===== src/rtl/tlb_miss_walker.sv =====
// Page-table walker for TLB misses. It keeps one outstanding miss per
// hardware thread and picks the next walk round-robin. Each walk reads one
// PTE over a single-outstanding memory port. The walk ends with either a
// one-cycle refill pulse towards tlb_cache or a one-cycle page-fault pulse.
//
// new_tlb_info is packed as {virt_addr, phy_addr}: virt_addr occupies the
// upper VADDR_W bits and phy_addr the lower PADDR_W bits.
module tlb_miss_walker #(
  parameter int THREADS  = 4,
  parameter int TID_W    = 2,
  parameter int VADDR_W  = 32,
  parameter int PADDR_W  = 20,
  parameter int OFFSET_W = 12,
  parameter int PTE_W    = 32
) (
  input  logic                       clock,
  input  logic                       reset,
  input  logic [PADDR_W-1:0]         ptbr,
  input  logic                       flush,
  input  logic                       miss_valid,
  input  logic [TID_W-1:0]           miss_thread_id,
  input  logic [VADDR_W-1:0]         miss_virt_addr,
  output logic [THREADS-1:0]         pending,
  output logic                       mem_req_valid,
  output logic [PADDR_W-1:0]         mem_req_addr,
  input  logic                       mem_req_ready,
  input  logic                       mem_rsp_valid,
  input  logic [PTE_W-1:0]           mem_rsp_data,
  output logic                       new_tlb_entry,
  output logic [TID_W-1:0]           new_tlb_thread_id,
  output logic [VADDR_W+PADDR_W-1:0] new_tlb_info,
  output logic                       page_fault,
  output logic [TID_W-1:0]           page_fault_thread_id,
  output logic [VADDR_W-1:0]         page_fault_addr
);

  localparam int VPN_W = VADDR_W - OFFSET_W;
  localparam int PPN_W = PADDR_W - OFFSET_W;

  typedef enum logic [2:0] {
    S_IDLE,
    S_SEND,
    S_WAIT,
    S_FILL,
    S_DRAIN
  } state_t;

  // PTE address: table base plus 4 bytes per virtual page number, wrapping
  // modulo 2^PADDR_W.
  function automatic logic [PADDR_W-1:0] pte_addr(
    input logic [PADDR_W-1:0] base,
    input logic [VPN_W-1:0]   vpn
  );
    logic [VPN_W+1:0] vpn_x4;
    vpn_x4 = {vpn, 2'b00};
    return base + PADDR_W'(vpn_x4);
  endfunction

  // Physical address: frame number from the PTE, offset from the VA.
  function automatic logic [PADDR_W-1:0] phys_addr(
    input logic [PPN_W-1:0]    ppn,
    input logic [OFFSET_W-1:0] offset
  );
    return {ppn, offset};
  endfunction

  // Round-robin pick. It starts one past the last served thread and wraps.
  // The result is {found, tid}. The downward loop lets the nearest
  // candidate win, and the offset THREADS (the last served thread itself)
  // has the lowest priority.
  function automatic logic [TID_W:0] rr_pick(
    input logic [THREADS-1:0] req,
    input logic [TID_W-1:0]   last
  );
    logic [TID_W-1:0] idx;
    logic [TID_W:0]   res;
    res = '0;
    for (int i = THREADS; i >= 1; i--) begin
      idx = last + TID_W'(i);
      if (req[idx]) res = {1'b1, idx};
    end
    return res;
  endfunction

  state_t               state_q, state_d;
  logic [THREADS-1:0]   pending_q, pending_d;
  logic [THREADS-1:0]   clr;
  logic                 miss_take;
  logic [VADDR_W-1:0]   va_q [THREADS];
  logic [TID_W-1:0]     last_q, last_d;
  logic [TID_W-1:0]     cur_tid_q, cur_tid_d;
  logic [VADDR_W-1:0]   cur_va_q, cur_va_d;
  logic [TID_W:0]       pick;
  logic                 ent_q, ent_d;
  logic                 flt_q, flt_d;
  logic [TID_W-1:0]     out_tid_q, out_tid_d;
  logic [VADDR_W-1:0]   out_va_q, out_va_d;
  logic [PADDR_W-1:0]   out_pa_q, out_pa_d;

  // Only PTE[0] and the frame-number field carry meaning for the walker.
  logic unused_pte_bits;
  assign unused_pte_bits = ^mem_rsp_data;

  // Walk sequencing. The FILL outcome is registered on the WAIT->FILL edge,
  // so the pulses leave the block from flops.
  always_comb begin
    state_d   = state_q;
    last_d    = last_q;
    cur_tid_d = cur_tid_q;
    cur_va_d  = cur_va_q;
    ent_d     = 1'b0;
    flt_d     = 1'b0;
    out_tid_d = '0;
    out_va_d  = '0;
    out_pa_d  = '0;
    clr       = '0;
    pick      = rr_pick(pending_q, last_q);
    unique case (state_q)
      S_IDLE: begin
        if (!flush && pick[TID_W]) begin
          state_d   = S_SEND;
          cur_tid_d = pick[TID_W-1:0];
          cur_va_d  = va_q[pick[TID_W-1:0]];
        end
      end
      S_SEND: begin
        // No handshake can have completed yet, so a flush may simply
        // withdraw the request.
        if (flush)              state_d = S_IDLE;
        else if (mem_req_ready) state_d = S_WAIT;
      end
      S_WAIT: begin
        if (mem_rsp_valid) begin
          if (flush) begin
            // The response arrives together with the flush. It is consumed
            // here and dropped, so nothing is left in flight to drain.
            state_d = S_IDLE;
          end else begin
            state_d   = S_FILL;
            ent_d     = mem_rsp_data[0];
            flt_d     = ~mem_rsp_data[0];
            out_tid_d = cur_tid_q;
            out_va_d  = cur_va_q;
            out_pa_d  = phys_addr(mem_rsp_data[PADDR_W-1:OFFSET_W],
                                  cur_va_q[OFFSET_W-1:0]);
          end
        end else if (flush) begin
          state_d = S_DRAIN;
        end
      end
      S_FILL: begin
        state_d = S_IDLE;
        if (!flush) begin
          last_d         = cur_tid_q;
          clr[cur_tid_q] = 1'b1;
        end
      end
      S_DRAIN: begin
        if (mem_rsp_valid) state_d = S_IDLE;
      end
      default: state_d = S_IDLE;
    endcase
  end

  // Miss capture. A miss that lands on its own thread's clearing cycle wins
  // over the clear. A flush drops both the pending bits and any new miss.
  always_comb begin
    miss_take = miss_valid && !flush &&
                (!pending_q[miss_thread_id] || clr[miss_thread_id]);
    pending_d = flush ? '0 : (pending_q & ~clr);
    if (miss_take) pending_d[miss_thread_id] = 1'b1;
  end

  // Per-thread VA storage and the in-flight walk operands (no reset needed).
  always_ff @(posedge clock) begin
    if (miss_take) va_q[miss_thread_id] <= miss_virt_addr;
    cur_tid_q <= cur_tid_d;
    cur_va_q  <= cur_va_d;
  end

  // Control state and registered FILL outputs.
  always_ff @(posedge clock) begin
    if (reset) begin
      state_q   <= S_IDLE;
      pending_q <= '0;
      last_q    <= TID_W'(THREADS - 1);
      ent_q     <= 1'b0;
      flt_q     <= 1'b0;
      out_tid_q <= '0;
      out_va_q  <= '0;
      out_pa_q  <= '0;
    end else begin
      state_q   <= state_d;
      pending_q <= pending_d;
      last_q    <= last_d;
      ent_q     <= ent_d;
      flt_q     <= flt_d;
      out_tid_q <= out_tid_d;
      out_va_q  <= out_va_d;
      out_pa_q  <= out_pa_d;
    end
  end

  assign pending       = pending_q;
  // The request is withdrawn in a flush cycle, so a flushed SEND can never
  // complete a handshake that would leave a response in flight.
  assign mem_req_valid = (state_q == S_SEND) && !flush;
  assign mem_req_addr  = mem_req_valid ?
                         pte_addr(ptbr, cur_va_q[VADDR_W-1:OFFSET_W]) : '0;

  // A flush that arrives in the FILL cycle suppresses that cycle's pulse.
  assign new_tlb_entry        = ent_q && !flush;
  assign new_tlb_thread_id    = new_tlb_entry ? out_tid_q : '0;
  assign new_tlb_info         = new_tlb_entry ? {out_va_q, out_pa_q} : '0;
  assign page_fault           = flt_q && !flush;
  assign page_fault_thread_id = page_fault ? out_tid_q : '0;
  assign page_fault_addr      = page_fault ? out_va_q : '0;

endmodule


===== config.mk =====
export PLATFORM = sky130hd
export DESIGN_NAME = tlb_miss_walker
export DESIGN_NICKNAME = d
export VERILOG_FILES = /design/src/rtl/tlb_miss_walker.sv
export SDC_FILE = /design/constraint.sdc
export NUM_CORES = 1
export LEC_CHECK = 0
export ABC_AREA = 1
export CORE_MARGIN = 2
export CORE_UTILIZATION = 52
export CTS_CLUSTER_SIZE = 28
export DETAILED_ROUTE_END_ITERATION = 10
export GPL_TIMING_DRIVEN = 1
export PLACE_DENSITY = 0.92
export SETUP_SLACK_MARGIN = 0.1
export SLEW_MARGIN = 20
export SYNTH_ARGS = -nofsm -noshare
export SYNTH_HDL_FRONTEND = slang
export SYNTH_SLANG_ARGS = --single-unit

===== constraint.sdc =====
create_clock -name clock -period 4.9 [get_ports clock]
set_input_delay 1.225 -clock clock [delete_from_list [all_inputs] [get_ports clock]]
set_output_delay 1.225 -clock clock [all_outputs]
set_load 0.02 [all_outputs]

==> key figures <==
Timing
  – Total Neg Setup Slack: 0 ns
  – Fin crit share: between 90 and 100%
  – Relative slew margins: a little over two fifths
  – Final setup vio count: 0
  – Post-route setup slack: roughly 0.18 ns
  – Tmin final: roughly 4.7 ns
  – RSZ-0062 raised after global routing: true
  – FMAX: ~210 MHz
  – Clock Skew: approximately 0.0095 ns
  – Worst-margin pin slew: ~0.84 ns
  – Final Hold Fails: 0
  – Max Slew Vio Count: 0

Synthesis
  – Synth unique cells: 32
  – Area share of the leading cell type in the synthesized netlist: between 40% and 50%
  – Mapped Avg Cell Area: 8.79 um^2
  – Sequential share of the synthesized area: between 50 and 60%
  – Number of synthesized register bits: 215
  – Synth Instances: roughly 1200
  – Syn_nets: 1260
  – Ys Warns: 0
  – Area contributors post-synth: edfxtp_1, dfxtp_1, inv_1, nand3_1, nand2_1
  – Area leader, netlist: edfxtp_1
  – Synth Cell Area: approximately 10000 um^2

Worst setup path
  – Critical path launch point type: input port
  – Crit Path Max Fanout: 5
  – WP data arrival: 3.49 ns
  – Crit path capture type: output pin
  – Setup CP Type: input port to output pin
  – Worst path required time: ~3.7 ns

CTS
  – CTS tree: done
  – CTS Buf Count: 21
  – Max Buffers Root-to-Sink: 3
  – H-tree levels: 1
  – Root Buffer: clkbuf_16
  – CTS hold repair buffers: 0
  – Sink Count: approximately 220
  – Clock transition at path regs: around 0.06 ns
  – Worst-Skew Late Latency: ~0.50 ns

Placed design
  – Placer congestion estimate: between 0.8 and 0.9
  – Dpl ws: -0.132 ns
  – Placed insts: about 1600
  – Area post-placement: approximately 12000 um^2
  – Post-DP HPWL: 17000 um
  – # port buffers: between 150 and 200

Floorplanning
  – DIE HEIGHT: about 140 um
  – Row Count: 51
  – Die Width: between 100 and 150 um
  – Starting Density: between 50% and 60%
  – DIE AREA: 20600 um^2
  – IO Pins: about 210
  – Core box area: just under 20000 um^2

Global routing
  – First-pass GRT wire length: approximately 37000 um
  – Vias in the first global route: between 7000 and 8000
  – Total GRT Usage: ~23%
  – Remaining global-route overflow: 0
  – Initial antenna violation count: 1
  – Largest net degree at the start of global routing: 65

Cells and area
  – ANT cells: 0
  – Final Cell Area: around 13000 um^2
  – Fraction of layout cells with a size suffix above 1: roughly 5.7%
  – Non-Filler Instances: roughly 1600
  – Syn-to-layout area delta: 26.7%
  – Final Util: approximately 66%
  – NumNets Final: between 1000 and 1500

Routing
  – DR WL/cell: around 15 um
  – DR iter-0 viols: between 400 and 500
  – Via count: between 8000 and 9000
  – Total Wirelength: 24200 um
  – Final ANT Viol Nets: 0
  – DRT Pass-1 Iters: 5
  – DRC viols: 0
  – Routed vias/inst: about 5

Job
  – Max-cap viol count: 0

Power and ir drop
  – VDD IR max: between 200 and 250 uV
  – Pwr/cell area: 322 nW/um^2
  – LEAKAGE: 5.56 nW

Worst hold path
  – Hold Path Class: flop to flop

Outcome
  – Outcome: finished clean
==> worst max-delay path: stages <==
cell             delay (ns)
clkdlybuf4s50_1        0.43
ha_1                   0.36
a21oi_1                0.21
buf_4                  0.14
nor2_1                 0.04
o21ai_0                0.15
nand3_1                0.11
a21oi_1                0.20
clkdlybuf4s50_1        0.64
==> metrics by stage <==
stage / power (mW) / hold WS [ns]
floorplan: 2.46 / 0.439
global placement: 2.68 / 0.447
detailed placement: 2.70 / 0.457
CTS: 4.14 / 0.472
global route: 4.29 / 0.487
finish: 4.12 / 0.471
==> synthesized netlist by cell type <==
master / number
inv_1: 264
nand2_1: 180
nor2_1: 172
edfxtp_1: 162
nand3_1: 159
dfxtp_1: 53
a21oi_1: 32
buf_2: 20
o21ai_0: 18
ha_1: 17
buf_4: 14
clkbuf_1: 11
buf_6: 8
nor3_1: 7
nand4_1: 5
inv_2: 4
a21o_1: 3
o211ai_1: 3
nand2_2: 2
nand3b_1: 2
o21a_1: 2
xor2_1: 2
a21boi_0: 1
fa_1: 1
inv_4: 1
nand3_2: 1
nor3b_1: 1
o2111ai_1: 1
o21ai_2: 1
o22ai_1: 1
o31ai_1: 1
xnor2_1: 1
==> report_power, final <==
group	internal (mW)	switching [mW]	total (mW)	leakage [nW]
registers	2.04	0.0331	2.07	1.90
clock network	0.793	0.662	1.45	0.295
logic	0.226	0.370	0.596	3.36
total	3.06	1.06	4.12	5.56
==> metal layers <==
layer	part of all wire, %	routed length, um	track usage (%)	vias up
met5	0.045	11	0	-
met3	7.7	1880	4.57	49
met2	52	12500	42.5	340
met1	38	9250	26.9	3735
li1	-	-	-	3977
met4	2.4	577	7.28	2
==> registers in the layout, summed over array words and instances, names as in the netlist <==
name,cells
pending,4
flt_q,1
cur_tid_q,2
cur_va_q,32
last_q,2
state_q,3
va_q,128
ent_q,1
out_va_q,32
out_pa_q,8
out_tid_q,2
==> final cells by class <==
type	instances	area, um^2
Sequential cell	215	5930
Inverter	269	1010
Timing Repair Buffer	215	2080
Fill cell	1417	6460
Tap cell	265	332
Clock buffer	25	541
Clock inverter	13	75.1
Multi-Input combinational cell	613	2840
==> worst paths after layout <==
| kind | from | end | slack [ns] | cells past startpoint |
|---|---|---|---|---|
| worst max-delay path | ptbr[6] | mem_req_addr[13] | 0.18 | 9 |
| worst min-delay path | cur_va_q[8] | out_va_q[8] | 0.47 | 2 |
| worst max register to register | last_q[0] | cur_va_q[23] | 1.95 | 11 |
| worst min register to register | cur_va_q[8] | out_va_q[8] | 0.47 | 2 |
==> cells by family (layout without fill, tap and decap cells) <==
family | count (synthesis) | count (layout) | synth area share (%)
AOI/OAI and AO/OA | 63 | 63 | 3.45
DFF | 215 | 215 | 58.6
and+or+nand+nor | 529 | 529 | 22.0
xor gates and xnor gates | 3 | 3 | 0.260
buffers and inverters | 322 | 522 | 13.3
adders and majority gates | 18 | 18 | 2.30
==> cells in the final DEF (no fill, tap or decap), drive strengths merged, types with 2 or more instances in the layout <==
master and count:
nor3 7, edfxtp 162, o211ai 3, buf 32, nand2 182, dlymetal6s2s 2, clkinvlp 3, a21o 3
nand3 160, dlygate4sd2 7, xor2 2, ha 17, clkinv 9, o21ai 19, dfxtp 53, a21oi 32
nand4 5, o21a 2, nor2 172, nand3b 2, inv 270, clkbuf 28, clkdlybuf4s50 170
==> timing repair <==
| action | CTS | global route |
|---|---|---|
| buffers inserted | 0 | 0 |
| endpoints found under the setup margin | 11 | 9 |
| resized for setup | 11 | 11 |
No activity file was read; power rests on OpenSTA's default activity.
==> edit: new RTL, same flow settings <==
Re-encode `state_t` (5 states) as one-hot, 5 bits wide.
--- a/src/rtl/tlb_miss_walker.sv
+++ b/src/rtl/tlb_miss_walker.sv
@@ -37,12 +37,12 @@
   localparam int VPN_W = VADDR_W - OFFSET_W;
   localparam int PPN_W = PADDR_W - OFFSET_W;
 
-  typedef enum logic [2:0] {
-    S_IDLE,
-    S_SEND,
-    S_WAIT,
-    S_FILL,
-    S_DRAIN
+  typedef enum logic [4:0] {
+    S_IDLE  = 5'b00001,
+    S_SEND  = 5'b00010,
+    S_WAIT  = 5'b00100,
+    S_FILL  = 5'b01000,
+    S_DRAIN = 5'b10000
   } state_t;
 
   // PTE address: table base plus 4 bytes per virtual page number, wrapping
Function: no difference found for any inputs over 4 cycles, from zero or initial values and one cycle with reset high; so few cycles prove little.
==> edit against the unedited design <==
Cell count down 1.3%; sequential cell count increased by 2; setup slack improved by 0.0063 ns; power is 2.8% lower; synthesized area increased by 2.8%; wire length rose by 5.0%; cell area up 2.0%; count of clock-buffer cells in the layout grew 8; combinational power decreased by 42%; largest power group unchanged.
==> edit: results <==
[detailed_routing]
vias = 8294
routed_wl_um = 25470
ant_nets = 0
drtIter0Drc = 685
drtPass1Iterations = 7

[yosys]
synth-edff-count = 162
ys_types = 32
async_reset_ff_frac = 0
synth_area_leaders = edfxtp_1 47%, dfxtp_1 11%, inv_1 8.5%
syn_nets = 1244
synth_warnings = 0
yosysSeqAreaShare = 0.5740
yosys.cell_count.top_type = inv_1
yosys-top-cells-count = 236 x inv_1, 171 x nor2_1, 162 x edfxtp_1

[place]
hpwl_um = 16850
gp_congestion = 0.9317
place_worst_setup_slack_ns = -0.1917
io_buffers = 183
place_area_um2 = 12370

[power]
ir_drop_uv = 291.4
leakagePower_uw = 0.005494

[global_routing]
grt_max_degree = 65
grt_pass1_vias = 8032
grt_use_total = 0.2347
grt_pass1_wl_um = 40190
antenna_found_initial = 1

[clocking]
clk_path_buf_depth = 3
post_cts_buffers = 0
numCtsBuffers = 22
clkLatencyLatePin_ns = 0.51
clk_pin_slew_ns = 0.06
htreeDepth = 1
root_buffer = clkbuf_16

[finish]
reg_top3 = va_q: 128 flops, cur_va_q: 32 flops, out_va_q: 32 flops
fin_nets = 1422
layout-drive-gt1-share = 0.06852

[status]
status = finished clean

[sta]
skew_ns = 0.01196
max_slew.worst_pin.slew_ns = 1.047

[critical_path]
cpMaxStageDelayCell = clkdlybuf4s50_1
slowest_delay_ns = 0.65
cp_max_fo = 3
crit_family = buffers and inverters

[worst_hold_path]
hold_path_class = reg -> reg
[edit: path summary, 6_finish.rpt]
check                                             from  cells past startpoint  slack [ns]                endpoint
worst max register to register  last_q[0]$_SDFFE_PP1P_                     12        1.80  cur_va_q[22]$_DFFE_PP_
worst min-delay path             cur_va_q[8]$_DFFE_PP_                      2        0.47  out_va_q[8]$_SDFF_PP0_
worst max-delay path                           ptbr[3]                      8        0.19         mem_req_addr[7]
worst min register to register   cur_va_q[8]$_DFFE_PP_                      2        0.47  out_va_q[8]$_SDFF_PP0_
[edit: repair_timing]
action / in CTS / in global routing
gates cloned: 0 / 0
endpoints found under the setup margin: 9 / 11
hold buffers: 0 / 0
pin swaps: 0 / 0
gates resized for setup: 10 / 15
[edit: report_power, final]
part,leakage [µW],switching [µW],internal [µW],total (µW)
registers,0.00191,13.0,2020,2030
logic,0.00324,210,137,347
clock network,0.000345,659,971,1630
total,0.00549,882,3120,4010
[edit: area by class of cell]
cell class | count | area, µm²
inverters | 237 | 889.6
clock buffers | 33 | 611.8
flip-flops and latches | 217 | 5966
multi-input cells | 624 | 3154
repair buffers | 210 | 2016
clock inverters | 7 | 95.09
diodes | 1 | 2.502
fillers | 1422 | 6460
well taps | 265 | 331.6
[edit: stage by stage]
| stage | std cells | power [µW] | util | setup TNS, ns | hold slack [ns] |
|---|---|---|---|---|---|
| 5_1_grt | 1594 | 4131 | 0.6692 | 0 | 0.5004 |
| 4_1_cts | 1593 | 4027 | 0.6694 | 0 | 0.4760 |
| 2_1_floorplan | 1134 | 2278 | - | 0 | 0.4393 |
| 3_3_place_gp | 1553 | 2393 | 0.6336 | -0.4099 | 0.4509 |
| 6_report | 1594 | 4006 | 0.6692 | 0 | 0.4734 |
| 3_5_place_dp | 1553 | 2408 | 0.6336 | -0.8115 | 0.4602 |
[edit: logic make-up (layout without fill, tap and decap cells)]
family	Yosys count	in the layout	synth area share
AO/OA/AOI/OAI	72	72	0.03888
flip-flops	217	217	0.5740
XOR/XNOR	3	3	0.003251
other	0	1	0
adder cells (fa/ha/maj)	18	18	0.02239
AND/OR/NAND/NOR	531	531	0.2379
buffers and inverters	293	487	0.1236
[edit: worst register-to-register path, delay by kind of cell (launching register included)]
kind	cells	cell delay [ns]
flops	1	0.64
simple gates	10	2.07
buf+inv	2	0.24
[edit: layer usage]
metal | GRT usage | vias up | part of all wire
li1 | - | 4000 | -
met2 | 0.4199 | 395 | 0.51
met5 | 0 | - | 0
met4 | 0.08137 | 0 | 0.025
met1 | 0.2821 | 3850 | 0.38
met3 | 0.04890 | 49 | 0.087
